--- src/rtl/alu_uart_interface.sv ---
// Byte-serial front-end for the ALU: collects A, B and opcode from the UART receiver,
// then hands the ALU result to the UART transmitter. Optional macro: ALU_IF_OPCODE_CHECK_EN.
module alu_uart_interface #(
    parameter int                 NB_DATA  = 8,
    parameter int                 NB_OP    = 6,
    parameter logic [NB_DATA-1:0] ERR_CODE = 8'hFF
) (
    input  logic               clk,
    input  logic               reset,
    input  logic [NB_DATA-1:0] rx_data,
    input  logic               rx_done,
    input  logic [NB_DATA-1:0] alu_result,
    input  logic               tx_done,
    output logic [NB_DATA-1:0] dato_a,
    output logic [NB_DATA-1:0] dato_b,
    output logic [NB_OP-1:0]   opcode,
    output logic [NB_DATA-1:0] tx_data,
    output logic               tx_start,
    output logic               busy
);

    typedef enum logic [2:0] {
        WAIT_A,
        WAIT_B,
        WAIT_OP,
        EXEC,
        WAIT_TX
    } state_t;

    state_t             state;
    state_t             state_next;
    logic               load_a;
    logic               load_b;
    logic               load_op;
    logic               load_tx;
    logic [NB_DATA-1:0] tx_byte;

    // Only the low NB_OP bits of the opcode byte carry meaning.
    logic [NB_DATA-NB_OP-1:0] unused_rx_hi;
    assign unused_rx_hi = rx_data[NB_DATA-1:NB_OP];

`ifdef ALU_IF_OPCODE_CHECK_EN
    function automatic logic opcode_ok(input logic [NB_OP-1:0] op);
        case (op)
            NB_OP'(6'b100000), NB_OP'(6'b100010), NB_OP'(6'b100100), NB_OP'(6'b100101),
            NB_OP'(6'b100110), NB_OP'(6'b100111), NB_OP'(6'b000011), NB_OP'(6'b000010):
                opcode_ok = 1'b1;
            default:
                opcode_ok = 1'b0;
        endcase
    endfunction

    // The opcode register still holds a rejected value; only the reply byte changes.
    assign tx_byte = opcode_ok(opcode) ? alu_result : ERR_CODE;
`else
    logic [NB_DATA-1:0] unused_err_code;
    assign unused_err_code = ERR_CODE;
    assign tx_byte         = alu_result;
`endif

    // NOTE: sequential state uses non-blocking assignments so every register samples
    // pre-edge values, regardless of statement order.
    always_ff @(posedge clk or posedge reset) begin
        if (reset) begin
            state <= WAIT_A;
        end else begin
            state <= state_next;
        end
    end

    // NOTE: every output of this block gets a default first, so no path leaves a
    // signal unassigned and no latch is inferred.
    always_comb begin
        state_next = state;
        load_a     = 1'b0;
        load_b     = 1'b0;
        load_op    = 1'b0;
        load_tx    = 1'b0;
        case (state)
            WAIT_A: begin
                if (rx_done) begin
                    load_a     = 1'b1;
                    state_next = WAIT_B;
                end
            end
            WAIT_B: begin
                if (rx_done) begin
                    load_b     = 1'b1;
                    state_next = WAIT_OP;
                end
            end
            WAIT_OP: begin
                if (rx_done) begin
                    load_op    = 1'b1;
                    state_next = EXEC;
                end
            end
            EXEC: begin
                load_tx    = 1'b1;
                state_next = WAIT_TX;
            end
            WAIT_TX: begin
                if (tx_done) begin
                    state_next = WAIT_A;
                end
            end
            default: state_next = WAIT_A;
        endcase
    end

    always_ff @(posedge clk or posedge reset) begin
        if (reset) begin
            dato_a   <= '0;
            dato_b   <= '0;
            opcode   <= '0;
            tx_data  <= '0;
            tx_start <= 1'b0;
        end else begin
            if (load_a)  dato_a  <= rx_data;
            if (load_b)  dato_b  <= rx_data;
            if (load_op) opcode  <= rx_data[NB_OP-1:0];
            if (load_tx) tx_data <= tx_byte;
            // EXEC lasts one cycle, so this is a single-cycle pulse.
            tx_start <= load_tx;
        end
    end

    assign busy = (state == EXEC) || (state == WAIT_TX);

endmodule

--- config.mk ---
export PLATFORM = sky130hd
export DESIGN_NAME = alu_uart_interface
export DESIGN_NICKNAME = d
export VERILOG_FILES = /design/src/rtl/alu_uart_interface.sv
export SDC_FILE = /design/constraint.sdc
export NUM_CORES = 1
export LEC_CHECK = 0
export ABC_AREA = 1
export CAP_MARGIN = 10
export CORE_ASPECT_RATIO = 1.25
export CORE_MARGIN = 1.5
export CORE_UTILIZATION = 40
export CTS_BUF_LIST = sky130_fd_sc_hd__clkbuf_8
export CTS_CLUSTER_DIAMETER = 80
export CTS_CLUSTER_SIZE = 24
export DETAILED_ROUTE_END_ITERATION = 8
export GPL_TIMING_DRIVEN = 0
export PLACE_DENSITY = 0.73
export SYNTH_ARGS = -nofsm -noshare
export SYNTH_HDL_FRONTEND = slang
export SYNTH_SLANG_ARGS = --single-unit
--- constraint.sdc ---
create_clock -name clk -period 2.1 [get_ports clk]
set_input_delay 0.525 -clock clk [delete_from_list [all_inputs] [get_ports clk]]
set_output_delay 0.525 -clock clk [all_outputs]
set_load 0.1 [all_outputs]
==> After elaboration in Yosys (flattened, before gate mapping) <==
Cells that the tools add are included.
{ "op_classes": {"eq_ne": 8, "n_mux": 10, "n_reduce_logical": 3} }
{ "ops": {"columns": ["op", "n"], "rows": [
  ["$pmux 3 s5", 1],
  ["$mux 3", 4],
  ["$ne 2x2->1 const B", 4],
  ["$eq 3x2->1 const B", 2],
  ["$mux 1", 5],
  ["$reduce_and 4->1", 1],
  ["$eq 3x1->1 const B", 1],
  ["$eq 3x3->1 const B", 1],
  ["$logic_not 3->1", 1],
  ["$logic_or 1x1->1", 1]
]} }
{ "word_totals": {"reg_bits": 34, "input_bits": 20, "out_inout_bits": 32, "word_cells": 27} }

==> Depth between registers and ports, before layout <==
Gate-level depths: netlist (run 1).
{ "logic_depth": {"word_depth": 3, "ltp_mapped": 6, "ltp_nobuf": 6} }

==> Least setup slack after synthesis (run 1) <==
Ideal clock, no wire load.
{ "synth_path": {"path_type": "register -> output", "start": "register state[2]", "end": "output port busy", "arrival_time_ns": 1.470, "required_time_ns": 1.575, "setup_slack_ns": 0.105, "stages_incl_launch_ff": 5, "path_buffers": 1, "cell_sequence": "dfrtp_1 nor2_4 nand2_2 buf_6 nand2_1"} }
{ "synth_between": {"elab_chain_len": 2, "elab_cells_between_ends": 3, "cone_classes": "2 x eq/ne; 1 x reduce/logical"} }
{ "synth_lines": {"columns": ["element", "line_no", "source"], "rows": [
  ["start, declared", "30", "state_t state;"],
  ["start signal, assigned", "67", "state <= state_next;"],
  ["$eq 3x2->1 or $eq 3x3->1 (tied branches)", "128", "assign busy = (state == EXEC) || (state == WAIT_TX);"],
  ["$logic_or 1x1->1 (*)", "128", null],
  ["end, declared", "19", "output logic busy"]
]} }
Mark *: on every way between the ends. The rest lies on a longest branch, timed or not.

==> Worst setup path in the final report (run 1) <==
{ "layout_path": {"start": "register dato_a[2]", "end": "output port dato_a[2]"} }
{ "layout_rtl": {"columns": ["element", "line_no", "source"], "rows": [
  ["start, declared", "14", "output logic [NB_DATA-1:0] dato_a,"],
  ["start signal, assigned", "119", "if (load_a) dato_a <= rx_data;"]
]} }
No word-level cell between the ends.

==> results.py, run 1 <==
metrics = {
    "setup_path": {
        "worstReg2RegEnd": "opcode[3]$_DFFE_PP0P_",
        "worstPathCellList": "dlygate4sd2_1",
        "rr_worst_depth": 5,
        "critPathBufInv": 1,
        "cp-startpoint": "dato_a[2]$_DFFE_PP0P_",
        "required_ps": 1570,
        "setup.worst_path.end_class": "primary output",
        "arrival_ps": 1510,
        "max_stage_delay_ps": 880,
        "rr_startpoint": "state[2]$_DFFE_PP0P_",
        "critPathSlowestCell": "dlygate4sd2_1",
        "path_max_fanout": 2,
        "critPathLaunchType": "flip-flop",
        "cp.depth": 1,
        "crit_family": "buffers and inverters",
        "worstSetupEndpoint": "dato_a[2]",
        "worstSetupPathType": "flip-flop to primary output",
        "worst-r2r-setup-slack_ps": 890,
    },
    "finish": {
        "final_nets": 224,
        "areaGrowthSynthToFinish_pct": 45.5,
        "fillers": 292,
        "mostFrequentLayoutCells": "54 x nand2_1, 33 x dfrtp_1, 31 x dlygate4sd2_1, 19 x clkdlybuf4s50_1, 14 x o21ai_1",
        "num_antenna_cells": 0,
        "final_core_util_pct": 62.4,
        "final_area_um2": 2050,
        "final_common_cell": "nand2_1",
        "drive_gt1_share_pct": 15.1,
    },
    "sta": {
        "worstMarginPinSlew_ps": 988,
        "holdWs_ps": 481,
        "fin_skew_ps": 4.25,
        "rsz0062_at_grt": "no",
        "maxSlewViolCount": 0,
        "hold_violations": 0,
        "setup_viol": 0,
        "finalCritPeriodShare_pct": 96.8,
        "max_freq_mhz": 492,
        "maxSlewHeadroom_pct": 34.4,
        "fin_crit_ps": 2030,
    },
    "synth": {
        "syn_area_um2": 1410,
        "synthCells": 145,
        "yosysTopAreaCell": "dfrtp_1",
        "yosys_register_bits": 34,
        "synth_area_leaders": "dfrtp_1 60%, nand2_1 14%, o21ai_1 5.0%",
        "syn_nets": 165,
        "synth_top_cell_area_share_pct": 60.5,
        "synth.distinct_cells": 15,
        "yosys_warnings": 0,
        "ys_seq_area_share_pct": 60.5,
        "avgSynthCellArea_um2": 9.70,
    },
    "clock_network": {
        "post-cts-setup-buffer-count": 0,
        "clk_pin_slew_ps": 60,
        "clk_path_buf_depth": 2,
        "clock-sinks": 34,
        "clock_latency_ps": 280,
        "cts-root-buf": "clkbuf_8",
        "cts_tree": "yes",
        "cts_buffers": 5,
        "h-tree-depth": 2,
    },
    "global_routing": {
        "groute.usage.overall_pct": 18.1,
        "grt_max_degree": 35,
        "grt.overflow.total": 0,
        "grt_antenna_before_repair": 0,
        "grt_pass1_vias": 1233,
        "grt_pass1_wl_um": 5450,
    },
    "floorplanning": {
        "die_area_um2": 3880,
        "start_util_pct": 42.9,
        "row_count": 23,
        "pin_count": 52,
        "fp.dieH_um": 69.3,
        "die_w_um": 56.0,
        "design.core.area_um2": 3280,
    },
    "route": {
        "drc": 0,
        "vias": 1161,
        "drt_pre_antenna_iters": 4,
        "first_iter_violations": 17,
        "routed_wl_um": 3130,
        "via_per_inst": 4.80,
        "detail-route-antenna-nets": 0,
        "wl_per_cell_um": 12.9,
    },
    "placed_design": {
        "port_buffers": 51,
        "dp_hpwl_um": 2430,
        "globalplace.congestion": 0.695,
        "post_dp_cell_area_um2": 1960,
    },
    "run": {
        "max_cap_viol_count": 0,
    },
    "outcome": {
        "run_status": "complete, no violations",
    },
    "hold_path": {
        "min_path_type": "flip-flop to flip-flop",
    },
}
==> worst min-delay path by stage <==
| stage | start | to | slack, ps | cells after the start |
|---|---|---|---|---|
| 6_report | tx_data[3]$_DFFE_PP0P_ | tx_data[3]$_DFFE_PP0P_ | 480 | 2 |
| 5_1_grt | tx_data[2]$_DFFE_PP0P_ | tx_data[2]$_DFFE_PP0P_ | 510 | 2 |
| 4_1_cts | tx_data[3]$_DFFE_PP0P_ | tx_data[3]$_DFFE_PP0P_ | 480 | 2 |
| 3_5_place_dp | tx_data[4]$_DFFE_PP0P_ | tx_data[4]$_DFFE_PP0P_ | 470 | 2 |
| 3_3_place_gp | tx_data[7]$_DFFE_PP0P_ | tx_data[7]$_DFFE_PP0P_ | 460 | 2 |
| 2_1_floorplan | alu_result[0] | tx_data[0]$_DFFE_PP0P_ | 630 | 2 |
==> cells in the mapped netlist (all sizes together) <==
| master | number |
|---|---|
| o21ai | 22 |
| nand2 | 57 |
| buf | 5 |
| inv | 15 |
| nor2 | 4 |
| nand3 | 8 |
| dfrtp | 34 |
==> kinds of logic (layout without fill, tap and decap cells) <==
kind of cell | Yosys count | count (layout) | share of synthesized area (%)
AO/OA/AOI/OAI | 22 | 22 | 9.96
AND/OR/NAND/NOR | 69 | 69 | 22.2
buffers and inverters | 20 | 80 | 7.30
flip-flops | 34 | 34 | 60.5
==> flip-flops by register name, indices dropped and copies added, names as in the netlist <==
signal    cells
dato_a        8
tx_start      1
state         3
opcode        6
dato_b        8
tx_data       8
==> through the flow <==
stage | setup WS, ps | setup TNS [ps] | std cells
floorplan | 105 | 0 | 145
CTS | 41.8 | 0 | 241
global placement | -463 | -463 | 233
detailed placement | -489 | -489 | 233
global route | 8.50 | 0 | 242
finish | 66.7 | 0 | 242
==> metal layers <==
| layer | share of wire [%] | vias up | wire (um) | global-route usage [%] |
|---|---|---|---|---|
| met3 | 6.6 | 2 | 206 | 7.84 |
| met2 | 57 | 31 | 1770 | 32.3 |
| met5 | 0 | - | 0 | 0 |
| met1 | 36 | 561 | 1140 | 18.8 |
| li1 | - | 567 | - | - |
| met4 | 0.45 | 0 | 14 | 5.56 |
==> timing repair <==
| item | CTS | global route |
|---|---|---|
| endpoints found under the setup margin | 32 | 1 |
| hold buffers | 0 | 0 |
| resized for setup | 37 | 2 |
==> area by class of cell <==
cell class / count / area [um^2] / share of cell area [%]
Clock inverter: 2 / 8.76 / 0.428
Timing Repair Buffer: 52 / 500 / 24.5
Clock buffer: 6 / 82.6 / 4.04
Sequential cell: 34 / 852 / 41.7
Multi-Input combinational cell: 91 / 453 / 22.1
Tap cell: 37 / 46.3 / 2.26
Buffer: 5 / 46.3 / 2.26
Inverter: 15 / 56.3 / 2.75
Power of run 1 is left out: the tool's default activity adds up to more than one toggle a clock period on the data nets, which glitch-free logic cannot reach.
==> run 2: changes to the inputs <==
- CORE_ASPECT_RATIO: 1.25 -> not set
- CORE_MARGIN: 1.5 -> 3
- CTS_CLUSTER_SIZE: 24 -> 16
==> run 2 against run 1 <==
Setup slack worse by 4.2 ps; critical path type unchanged; die area up 9.8%; cell count up 2.9%; largest cell class unchanged; fmax down 0.21%; critical endpoint is now dato_b[4].
==> results.py, run 2 (synthesis gave the netlist of run 1 again) <==
metrics = {
    "outcome": {
        "run_status": "complete, no violations",
    },
    "floorplanning": {
        "die_w_um": 65.3,
        "fp.dieH_um": 65.3,
        "die_area_um2": 4260,
        "start_util_pct": 43.9,
        "design.core.area_um2": 3200,
        "pin_count": 52,
        "row_count": 20,
    },
    "setup_path": {
        "critPathLaunchType": "flip-flop",
        "rr_worst_depth": 5,
        "max_stage_delay_ps": 860,
        "worstPathCellList": "dlygate4sd2_1",
        "critPathBufInv": 1,
        "required_ps": 1570,
        "path_max_fanout": 2,
        "crit_family": "buffers and inverters",
        "rr_startpoint": "state[2]$_DFFE_PP0P_",
        "critPathSlowestCell": "dlygate4sd2_1",
        "worstSetupPathType": "flip-flop to primary output",
        "setup.worst_path.end_class": "primary output",
        "arrival_ps": 1510,
        "worst-r2r-setup-slack_ps": 850,
        "worstReg2RegEnd": "opcode[0]$_DFFE_PP0P_",
    },
    "finish": {
        "mostFrequentLayoutCells": "54 x nand2_1, 33 x dfrtp_1, 31 x dlygate4sd2_1, 19 x clkdlybuf4s50_1",
        "drive_gt1_share_pct": 15.1,
        "final_common_cell": "nand2_1",
        "reg.largest.list": "dato_a (8), dato_b (8), tx_data (8)",
        "num_antenna_cells": 0,
        "fillers": 294,
        "layoutNonFillerInstCount": 249,
        "areaGrowthSynthToFinish_pct": 46.1,
        "final_nets": 224,
        "final_area_um2": 2050,
    },
    "route": {
        "vias": 1159,
        "detail-route-antenna-nets": 0,
        "wl_per_cell_um": 13.2,
        "drt_pre_antenna_iters": 4,
        "via_per_inst": 4.65,
        "routed_wl_um": 3280,
        "drc": 0,
        "first_iter_violations": 41,
    },
    "clock_network": {
        "clk_pin_slew_ps": 70,
        "clock-sinks": 34,
        "ctsHoldBuffers": 0,
        "clock_latency_ps": 280,
        "cts_tree": "yes",
        "cts_buffers": 5,
        "post-cts-setup-buffer-count": 0,
        "clk_path_buf_depth": 2,
        "h-tree-depth": 2,
        "cts-root-buf": "clkbuf_8",
    },
    "sta": {
        "max_freq_mhz": 491,
        "holdWs_ps": 476,
        "maxSlewViolCount": 0,
        "worstMarginPinSlew_ps": 977,
        "fin_skew_ps": 6.81,
        "fin_ws_ps": 62.5,
        "fin_crit_ps": 2040,
        "maxSlewHeadroom_pct": 35.1,
        "setup_viol": 0,
        "hold_violations": 0,
        "rsz0062_at_grt": "no",
        "finalCritPeriodShare_pct": 97.0,
    },
    "hold_path": {
        "whs_path_depth": 2,
        "whs_endpoint": "tx_data[6]$_DFFE_PP0P_",
        "min_from": "tx_data[6]$_DFFE_PP0P_",
        "min_path_type": "flip-flop to flip-flop",
    },
    "placed_design": {
        "dp_slack_ps": -499,
        "dp.cells": 240,
        "globalplace.congestion": 0.741,
        "port_buffers": 51,
        "dp_hpwl_um": 2440,
        "post_dp_cell_area_um2": 1970,
    },
    "global_routing": {
        "groute.usage.overall_pct": 17.1,
        "grt_pass1_vias": 1221,
        "grt_antenna_before_repair": 0,
        "grt_max_degree": 35,
        "grt.overflow.total": 0,
        "grt_pass1_wl_um": 5580,
    },
    "run": {
        "max_cap_viol_count": 0,
    },
}
==> run 2: layer usage <==
layer / global-route usage (%) / routed length, um
met3: 6.50 / 185
met1: 20.0 / 1380
met2: 28.3 / 1680
met5: 0 / 0
met4: 6.48 / 38
==> run 2: stage by stage <==
| step | setup TNS (ps) | utilization (%) |
|---|---|---|
| floorplan | 0 | - |
| global placement | -464 | 61.6 |
| detailed placement | -499 | 61.6 |
| CTS | 0 | 63.1 |
| global route | 0 | 64.1 |
| finish | 0 | 64.1 |
==> run 2: final cells by class <==
type / count / area (um^2) / area share (%)
buffer: 5 / 46.3 / 2.25
clock buffer: 6 / 82.6 / 4.02
clock inverter: 2 / 8.76 / 0.426
inverter: 15 / 56.3 / 2.74
multi-input combinational: 91 / 453 / 22.0
sequential: 34 / 852 / 41.5
tap: 44 / 55.1 / 2.68
timing repair buffer: 52 / 500 / 24.4
==> run 2: timing repair <==
action                                  in CTS  in global routing
endpoints found under the setup margin      32                  1
endpoints found under the hold margin        0                  0
gates resized for setup                     37                  2
==> run 2: how the worst max path moves through the flow <==
| stage | depth (start not counted) | endpoint | startpoint | slack, ps |
|---|---|---|---|---|
| CTS | 6 | busy | state[0]$_DFFE_PP0P_ | 30 |
| floorplan | 4 | busy | state[2]$_DFFE_PP0P_ | 110 |
| detailed placement | 6 | busy | state[0]$_DFFE_PP0P_ | -500 |
| finish | 1 | dato_b[4] | dato_b[4]$_DFFE_PP0P_ | 60 |
| global route | 1 | dato_b[4] | dato_b[4]$_DFFE_PP0P_ | 10 |
| global placement | 5 | busy | state[2]$_DFFE_PP0P_ | -460 |
Power of run 2 is left out for the same reason.
==> run 3: changes to the inputs <==
- CTS_BUF_LIST: sky130_fd_sc_hd__clkbuf_8 -> sky130_fd_sc_hd__clkbuf_16
==> run 3 against run 2 <==
Cell count unchanged; count of clock-buffer cells in the layout decreased by 1; via count decreased by 0.35%; critical path depth unchanged; non-clock buffer count is the same; critical endpoint is now dato_a[0]; flip-flop and latch count is the same.
==> results.py, run 3 (synthesis gave the netlist of run 1 again) <==
metrics = {
    "route": {
        "via_per_inst": 4.64,
        "vias": 1155,
        "wl_per_cell_um": 13.3,
        "drt_pre_antenna_iters": 4,
        "drc": 0,
        "routed_wl_um": 3300,
        "first_iter_violations": 62,
        "detail-route-antenna-nets": 0,
    },
    "finish": {
        "final_nets": 224,
        "mostFrequentLayoutCells": "54 x nand2_1, 34 x dfrtp_1, 31 x dlygate4sd2_1, 19 x clkdlybuf4s50_1",
        "reg.largest.list": "dato_a (8), dato_b (8), tx_data (8)",
        "fillers": 298,
        "final_common_cell": "nand2_1",
        "areaGrowthSynthToFinish_pct": 49.3,
        "drive_gt1_share_pct": 14.1,
        "num_antenna_cells": 0,
        "final_area_um2": 2100,
    },
    "setup_path": {
        "path_max_fanout": 2,
        "critPathSlowestCell": "dlygate4sd2_1",
        "required_ps": 1570,
        "critPathBufInv": 1,
        "critPathLaunchType": "flip-flop",
        "crit_family": "buffers and inverters",
        "max_stage_delay_ps": 870,
        "arrival_ps": 1500,
        "setup.worst_path.end_class": "primary output",
        "worstSetupPathType": "flip-flop to primary output",
        "worstPathCellList": "dlygate4sd2_1",
    },
    "floorplanning": {
        "fp.dieH_um": 65.3,
        "start_util_pct": 43.9,
        "row_count": 20,
        "pin_count": 52,
        "die_w_um": 65.3,
        "die_area_um2": 4260,
        "design.core.area_um2": 3200,
    },
    "sta": {
        "rsz0062_at_grt": "no",
        "hold_violations": 0,
        "fin_crit_ps": 2020,
        "fin_skew_ps": 5.54,
        "finalCritPeriodShare_pct": 96.2,
        "max_freq_mhz": 495,
        "maxSlewHeadroom_pct": 35.2,
        "holdWs_ps": 472,
        "maxSlewViolCount": 0,
        "setup_viol": 0,
        "fin_ws_ps": 79.0,
        "worstMarginPinSlew_ps": 977,
    },
    "global_routing": {
        "grt_max_degree": 35,
        "grt_pass1_wl_um": 5710,
        "grt_antenna_before_repair": 0,
        "grt.overflow.total": 0,
        "groute.usage.overall_pct": 17.5,
        "grt_pass1_vias": 1239,
    },
    "clock_network": {
        "h-tree-depth": 2,
        "cts-root-buf": "clkbuf_16",
        "clk_path_buf_depth": 2,
        "clock_latency_ps": 280,
        "clk_pin_slew_ps": 50,
        "clock-sinks": 34,
        "post-cts-setup-buffer-count": 0,
        "cts_tree": "yes",
        "cts_buffers": 5,
    },
    "placed_design": {
        "post_dp_cell_area_um2": 1970,
        "dp_slack_ps": -499,
        "globalplace.congestion": 0.741,
        "dp_hpwl_um": 2440,
        "port_buffers": 51,
    },
    "run": {
        "max_cap_viol_count": 0,
    },
    "outcome": {
        "run_status": "complete, no violations",
    },
    "hold_path": {
        "min_path_type": "flip-flop to flip-flop",
    },
}
[run 3: cell count changes in the layout (fill, tap and decap cells not counted), sizes merged]
cell	before	now
clkbuf	6	5
clkinv	1	2
[run 3: layer usage]
metal / vias to the layer above / part of all wire [%] / GRT usage, %
met5: - / 0 / 0
met4: 0 / 1.6 / 7.77
met3: 6 / 5.4 / 5.47
met2: 29 / 51 / 28.7
met1: 544 / 42 / 21.1
li1: 576 / - / -
[run 3: metrics by stage]
step / utilization (%) / TNS [ps] / instances
global placement: 61.6 / -464 / 240
detailed placement: 61.6 / -499 / 240
global route: 65.5 / 0 / 249
finish: 65.5 / 0 / 249
CTS: 64.6 / 0 / 248
floorplan: - / 0 / 145
[run 3: repair_timing]
action	CTS	global route
hold buffers	0	0
gates resized for setup	37	1
endpoints found under the setup margin	32	1
hold endpoints to repair	0	0
[run 3: area by class of cell]
| class | instances | area, um^2 | area share (%) |
|---|---|---|---|
| clock buffer | 5 | 125 | 5.96 |
| sequential | 34 | 851 | 40.5 |
| tap | 44 | 55.1 | 2.62 |
| clock inverter | 3 | 12.5 | 0.596 |
| multi-input combinational | 91 | 453 | 21.6 |
| buffer | 5 | 46.3 | 2.21 |
| timing repair buffer | 52 | 500 | 23.8 |
| inverter | 15 | 56.3 | 2.68 |
[run 3: path summary, 6_finish.rpt]
check	slack [ps]	from	to	cells past startpoint
setup / recovery	80	dato_a[0]$_DFFE_PP0P_	dato_a[0]	1
min in group asynchronous	630	reset	tx_data[4]$_DFFE_PP0P_	2
max in group asynchronous	960	reset	dato_a[7]$_DFFE_PP0P_	3
hold / removal	470	tx_data[3]$_DFFE_PP0P_	tx_data[3]$_DFFE_PP0P_	2
setup reg to reg	850	state[0]$_DFFE_PP0P_	opcode[0]$_DFFE_PP0P_	5
hold reg to reg	470	tx_data[3]$_DFFE_PP0P_	tx_data[3]$_DFFE_PP0P_	2
[run 3: tightest hold or removal path: stages, from the launching register on]
cell     delay (ps)
dfrtp_1         330
nand2_1          50
nand2_1          50
Power of run 3 is left out for the same reason.
